## config.mk

```make
export PLATFORM = sky130hd
export DESIGN_NAME = instr_encoder
export DESIGN_NICKNAME = d
export VERILOG_FILES = /design/src/rtl/instr_encoder.sv
export SDC_FILE = /design/constraint.sdc
export NUM_CORES = 1
export LEC_CHECK = 0
export CAP_MARGIN = 20
export CORE_MARGIN = 10
export CORE_UTILIZATION = 50
export DETAILED_ROUTE_END_ITERATION = 12
export GPL_TIMING_DRIVEN = 0
export PLACE_DENSITY = 0.77
export SKIP_CTS_REPAIR_TIMING = 1
export SLEW_MARGIN = 30
export SYNTH_ARGS = -nofsm -noshare
export SYNTH_HDL_FRONTEND = slang
export SYNTH_SLANG_ARGS = --single-unit
```

## constraint.sdc

```tcl
create_clock -name clk -period 2.13 [get_ports clk]
set_clock_uncertainty 0.1 [all_clocks]
set_input_delay 0.213 -clock clk [delete_from_list [all_inputs] [get_ports clk]]
set_output_delay 0.213 -clock clk [all_outputs]
set_load 0.005 [all_outputs]
```

## src/rtl/instr_encoder.sv

```systemverilog
// RV64I request encoder for add/sub/and/or/ld/sd/beq.
// Encoded words queue in a FIFO and drain to sequential addresses.
module instr_encoder #(
  parameter int DEPTH     = 4,
  parameter int ADDR_W    = 10,
  parameter int BASE_ADDR = 0
) (
  input  logic              clk,
  input  logic              rst,
  input  logic              in_valid,
  output logic              in_ready,
  input  logic [2:0]        op,
  input  logic [4:0]        rd,
  input  logic [4:0]        rs1,
  input  logic [4:0]        rs2,
  input  logic [12:0]       imm,
  output logic              wr_en,
  input  logic              wr_ready,
  output logic [ADDR_W-1:0] wr_addr,
  output logic [31:0]       wr_data,
  output logic [15:0]       words_written,
  output logic              err
);

  localparam int PW = $clog2(DEPTH);
  localparam logic [ADDR_W-1:0] BASE =
    ADDR_W'(BASE_ADDR);

  logic [31:0] mem [DEPTH];
  logic [PW:0] head;
  logic [PW:0] tail;
  logic [31:0] word;
  logic [31:0] last;
  logic        legal;
  logic        full;
  logic        empty;
  logic        acc;
  logic        push;
  logic        pop;
  logic        unused;

  // beq drops imm[0]: branch targets are 2-byte aligned
  assign unused = imm[0];

  always_comb begin
    word  = '0;
    legal = 1'b1;
    unique case (op)
      3'd0: word = {7'b0000000, rs2, rs1,
                    3'b000, rd, 7'b0110011};
      3'd1: word = {7'b0100000, rs2, rs1,
                    3'b000, rd, 7'b0110011};
      3'd2: word = {7'b0000000, rs2, rs1,
                    3'b111, rd, 7'b0110011};
      3'd3: word = {7'b0000000, rs2, rs1,
                    3'b110, rd, 7'b0110011};
      3'd4: word = {imm[11:0], rs1,
                    3'b011, rd, 7'b0000011};
      3'd5: word = {imm[11:5], rs2, rs1,
                    3'b011, imm[4:0], 7'b0100011};
      3'd6: word = {imm[12], imm[10:5], rs2, rs1,
                    3'b000, imm[4:1], imm[11],
                    7'b1100011};
      default: legal = 1'b0;
    endcase
  end

  assign empty = (head == tail);
  assign full  = (head[PW] != tail[PW]) &&
                 (head[PW-1:0] == tail[PW-1:0]);

  assign in_ready = !full;
  assign acc      = in_valid && in_ready;
  assign push     = acc && legal;
  assign wr_en    = !empty;
  assign pop      = wr_en && wr_ready;

  // hold the last drained word while the FIFO is empty
  assign wr_data = empty ? last
                         : mem[head[PW-1:0]];

  always_ff @(posedge clk) begin
    if (!rst && push) begin
      mem[tail[PW-1:0]] <= word;
    end
  end

  always_ff @(posedge clk) begin
    if (rst) begin
      head          <= '0;
      tail          <= '0;
      last          <= '0;
      wr_addr       <= BASE;
      words_written <= '0;
      err           <= 1'b0;
    end else begin
      if (push) begin
        tail <= tail + (PW+1)'(1);
      end
      if (pop) begin
        head          <= head + (PW+1)'(1);
        last          <= mem[head[PW-1:0]];
        wr_addr       <= wr_addr + ADDR_W'(4);
        words_written <= words_written + 16'd1;
      end
      if (acc && !legal) begin
        err <= 1'b1;
      end
    end
  end

endmodule

```

# Yosys cells after proc, flatten, opt, wreduce, memory -nomap -nowiden
# Memories as Yosys holds them, arrays and structs flattened. A register that Yosys moved wholly into a read port is not among the register bits.
# Cells that the tools add are included.
# Widths: inputs -> output; s select.
[totals]
rom_bits = 0
mem_count = 1
out_inout_bits = 61
elab_cells = 39
input_bits = 35
reg_bits = 65
ram_bits = 128
latch_bits = 0
[op_classes]
addsub = 4
muxes = 7
eq_ne = 9
n_lt_le_gt_ge = 0
n_reduce_logical = 12
mul = 0
shift = 0
n_div = 0
bitwise = 0
[memory_table]
columns = ["name", "words", "width", "rd", "rd_ports_with_merged_regs", "wr", "line_no", "source"]
rows = [
  ["mem", 4, 32, 1, 1, 1, "29", "logic [31:0] mem [DEPTH];"],
]
[ops]
columns = ["operator", "count"]
rows = [
  ["$pmux 32 s7", 1],
  ["$mux 32", 1],
  ["$add 16x1->16 const B", 1],
  ["$add 10x3->10 const B", 1],
  ["$eq 3x3->1 const B", 3],
  ["$reduce_or 7->1", 1],
  ["$add 3x1->3 const B", 2],
  ["$eq 3x2->1 const B", 2],
  ["$logic_and 1x1->1", 6],
  ["$logic_not 1->1", 4],
  ["$mux 2", 2],
  ["$eq 3x1->1 const B", 1],
  ["$eq 3x3->1", 1],
  ["$logic_not 3->1", 1],
  ["$mux 1", 3],
  ["$eq 2x2->1", 1],
  ["$ne 1x1->1", 1],
]

# Depth between registers and ports, before layout
[logic_depth]
word_depth = 8
ltp_mapped = 8
mapped_depth_nobuf = 5

# Worst setup path before layout
# OpenSTA, ideal clock, no wires.
[synth_path]
kind = "reg2reg"
from = "reg tail[1]"
to = "mem mem[0][10], enable pin"
path_buffers = 0
t_required_ns = 1.641
arrival_time_ns = 1.662
period_less_slack_ns = 2.151
setup_ns = 0.389
path_stages_with_launch = 5
slack_ns = -0.021
path_cell_list = "dfxtp_1 xnor2_1 nand3_1 and4b_1 and2_1"
[synth_between]
elab_chain_len = 8
[synth_rtl]
columns = ["element", "line_no", "source"]
rows = [
  ["start, declared", "31", "logic [PW:0] tail;"],
  ["start signal, assigned", "98", "tail <= tail + (PW+1)'(1);"],
  ["$eq 2x2->1", "70", "(head[PW-1:0] == tail[PW-1:0]);"],
  ["$logic_and 1x1->1", "69", "assign full = (head[PW] != tail[PW]) &&"],
  ["$logic_not 1->1", "72", "assign in_ready = !full;"],
  ["via in_ready", "11", "output logic in_ready,"],
  ["$logic_and 1x1->1", "73", "assign acc = in_valid && in_ready;"],
  ["$logic_and 1x1->1", "74", "assign push = acc && legal;"],
  ["$logic_and 1x1->1", "83", "if (!rst && push) begin"],
  ["$mux 1", "83", ""],
  ["$mux 1 (not written as such)", "84", "mem[tail[PW-1:0]] <= word;"],
  ["end, declared", "29", ""],
]
# The timed path passes the listed nets, and every way through them passes these cells.

# Worst setup path in the final report
[layout_path]
from = "reg head[0]"
to = "out wr_data[7]"
[layout_between]
elab_chain_len = 2
[layout_rtl]
columns = ["element", "line_no", "source"]
rows = [
  ["start, declared", "30", "logic [PW:0] head;"],
  ["start signal, assigned", "101", "head <= head + (PW+1)'(1);"],
  ["$eq 3x3->1", "68", "assign empty = (head == tail);"],
  ["$mux 32", "79", "assign wr_data = empty ? last"],
  ["end, declared", "20", "output logic [31:0] wr_data,"],
]
# No other way between the ends.

==> results.cfg <==
[yosys]
synth.area.top_cells = edfxtp_1, dfxtp_1, nand2_1
synth_edf_count = 116
synthFlopType = edfxtp_1
synth_seq_cells = 178
yosysTopAreaCellShare = 0.461
avgSynthCellArea_um2 = 11.8
yosysSeqAreaShare = 0.625
synth_area_leader_cell = edfxtp_1
synthCells = 639
synthArstFlopShare = 0
syn_area_um2 = 7560
ys_types = 40
ys_warn_count = 0

[finish]
layout_commonest_cell = nand2_1
num_antenna_cells = 0
drive_gt1_frac = 0.258
syn_to_final_growth_pct = 31.6
nets = 826
mostFrequentLayoutCells = nand2_1, edfxtp_1, a21oi_1, clkdlybuf4s50_1, dfxtp_1

[drt]
ant_nets = 0
drtPass1Iterations = 5
via_count = 5672
wl_met1_mm = 7.48
top_layer = met4
wirelength_mm = 19.1
drtIter0Drc = 468
drc = 0
wl_per_cell_um = 19.5
wl_met2_mm = 9.85
wl_met3_mm = 1.47
via_per_inst = 5.78

[clock_network]
ctsLongestPathBuffers = 2
clk_pin_slew_ns = 0.06
clk_latency_ns = 0.43
htreeDepth = 4
tritoncts = built
clock_sinks = 178
cts-root-buf = clkbuf_16
cts_made_buffers = 17

[timing]
whs_ns = 0.184
layout_min_cycle_time_ns = 2.33
maxSlewViolCount = 0
finalWorstSetupSlack_ns = -0.199
max_freq_mhz = 429
fin_crit_sh = 1.09
hold_violations = 0
setup_violations = 30
relSlewSlack = 0.556
rsz0062_at_grt = yes
worstMarginPinSlew_ns = 0.656

[pwr]
p_total_mw = 10.3
p_leak_nw = 3.59
p_per_area_nw_per_um2 = 1030
ir_drop_mv = 0.558

[floorplanning]
die_h_um = 143
die_area_um2 = 20400
die_width_um = 143
core-area_um2 = 14700
row_count = 44
pin_count = 96
initial_core_util = 0.514

[global_routing]
grt.overflow.total = 0
grt_max_degree = 30
grt.total_usage = 0.178
antenna_found_initial = 0
grt_pass1_vias = 5452
grt_pass1_wl_mm = 28.5

[critical_path]
critPathMaxFanout = 5
end_kind = output pin
worstSetupStartpointType = flop
crit_type = reg2out
worstPathRequired_ns = 1.82
worstPathArrival_ns = 2.02

[placement]
hpwlAfterDp_mm = 12.1
numPortBuffers = 90
gp_congestion = 0.939

[hold_path]
min_path_type = in2reg

[run_status]
status = finished, violations left
violations = setup timing

[flow_run]
max_cap_violations = 0
[state kept, by name, indices dropped and copies added (netlist names), named ones only]
register and flops:
mem 116, tail 3, wr_addr 8, words_written 16, err 1, last 29
head 3
[critical path, cell delays in order (launching register included)]
cell	delay, ns
dfxtp_4	0.37
xor2_4	0.21
nor3_4	0.24
buf_6	0.16
buf_6	0.13
buf_8	0.13
buf_4	0.12
nand2_4	0.04
nand2_2	0.07
clkbuf_2	0.11
[metrics by stage]
step	area (um^2)	instances	utilization	setup TNS, ns	setup WS (ns)
after detailed placement	8700	916	0.592	-114.17	-0.929
after CTS	9280	948	0.632	-69.62	-1.42
after global routing	9940	981	0.677	-4.79	-0.263
after global placement	8700	916	0.592	-105.45	-0.848
final	9940	981	0.677	-2.74	-0.199
after floorplan	7570	642	-	0	0.195
[cell usage after synthesis, types with 2 or more instances]
cell and count:
nand3_1 10, nand4_1 6, o21ai_0 8, ha_1 7, nand2b_1 3, xor2_1 2, buf_4 5, and2_1 9
edfxtp_1 116, or3_1 8, o31a_1 2, o221ai_1 5, nor2_1 15, o31ai_1 12, and4_1 2, o21ai_1 7
a31oi_1 7, buf_1 2, inv_2 2, a21oi_1 59, and3_1 6, or4_1 12, xor2_2 2, clkbuf_1 26
dfxtp_1 62, mux4_2 29, nand2_1 175, inv_1 9, buf_2 8, nor2b_1 6, xnor2_1 8
[kinds of logic after synthesis]
family | after synthesis | share of synthesized area
DFF | 178 | 0.625
other | 1 | 0.000496
adders and majority gates | 7 | 0.0116
xor gates and xnor gates | 12 | 0.0159
buffers and inverters | 52 | 0.0296
and+or+nand+nor | 256 | 0.150
AOI/OAI and AO/OA | 103 | 0.0790
muxes | 30 | 0.0877
[cell type report]
class | count | area, um^2
Tap cell | 184 | 230
Buffer | 41 | 294
Timing Repair Buffer | 123 | 1200
Clock inverter | 14 | 129
Fill cell | 999 | 4750
Sequential cell | 178 | 4750
Clock buffer | 18 | 450
Inverter | 11 | 41.3
Multi-Input combinational cell | 412 | 2850
[metal layers]
metal	up-vias	GRT usage
met5	-	0
met4	0	0.0700
met3	32	0.0428
met2	279	0.306
met1	2765	0.210
li1	2596	-
[power by group]
part | internal [mW] | switching (mW)
registers | 3.89 | 0.147
clock network | 1.69 | 1.34
logic | 1.64 | 1.56
[final timing paths]
check           start          to  slack (ns)  cells past startpoint
max           head[0]  wr_data[7]       -0.20                      9
min               rst  wr_addr[9]        0.18                      2
max reg2reg   tail[2]     last[8]        0.06                      6
min reg2reg  last[29]    last[29]        0.36                      2
No activity file was read; power rests on OpenSTA's default activity.
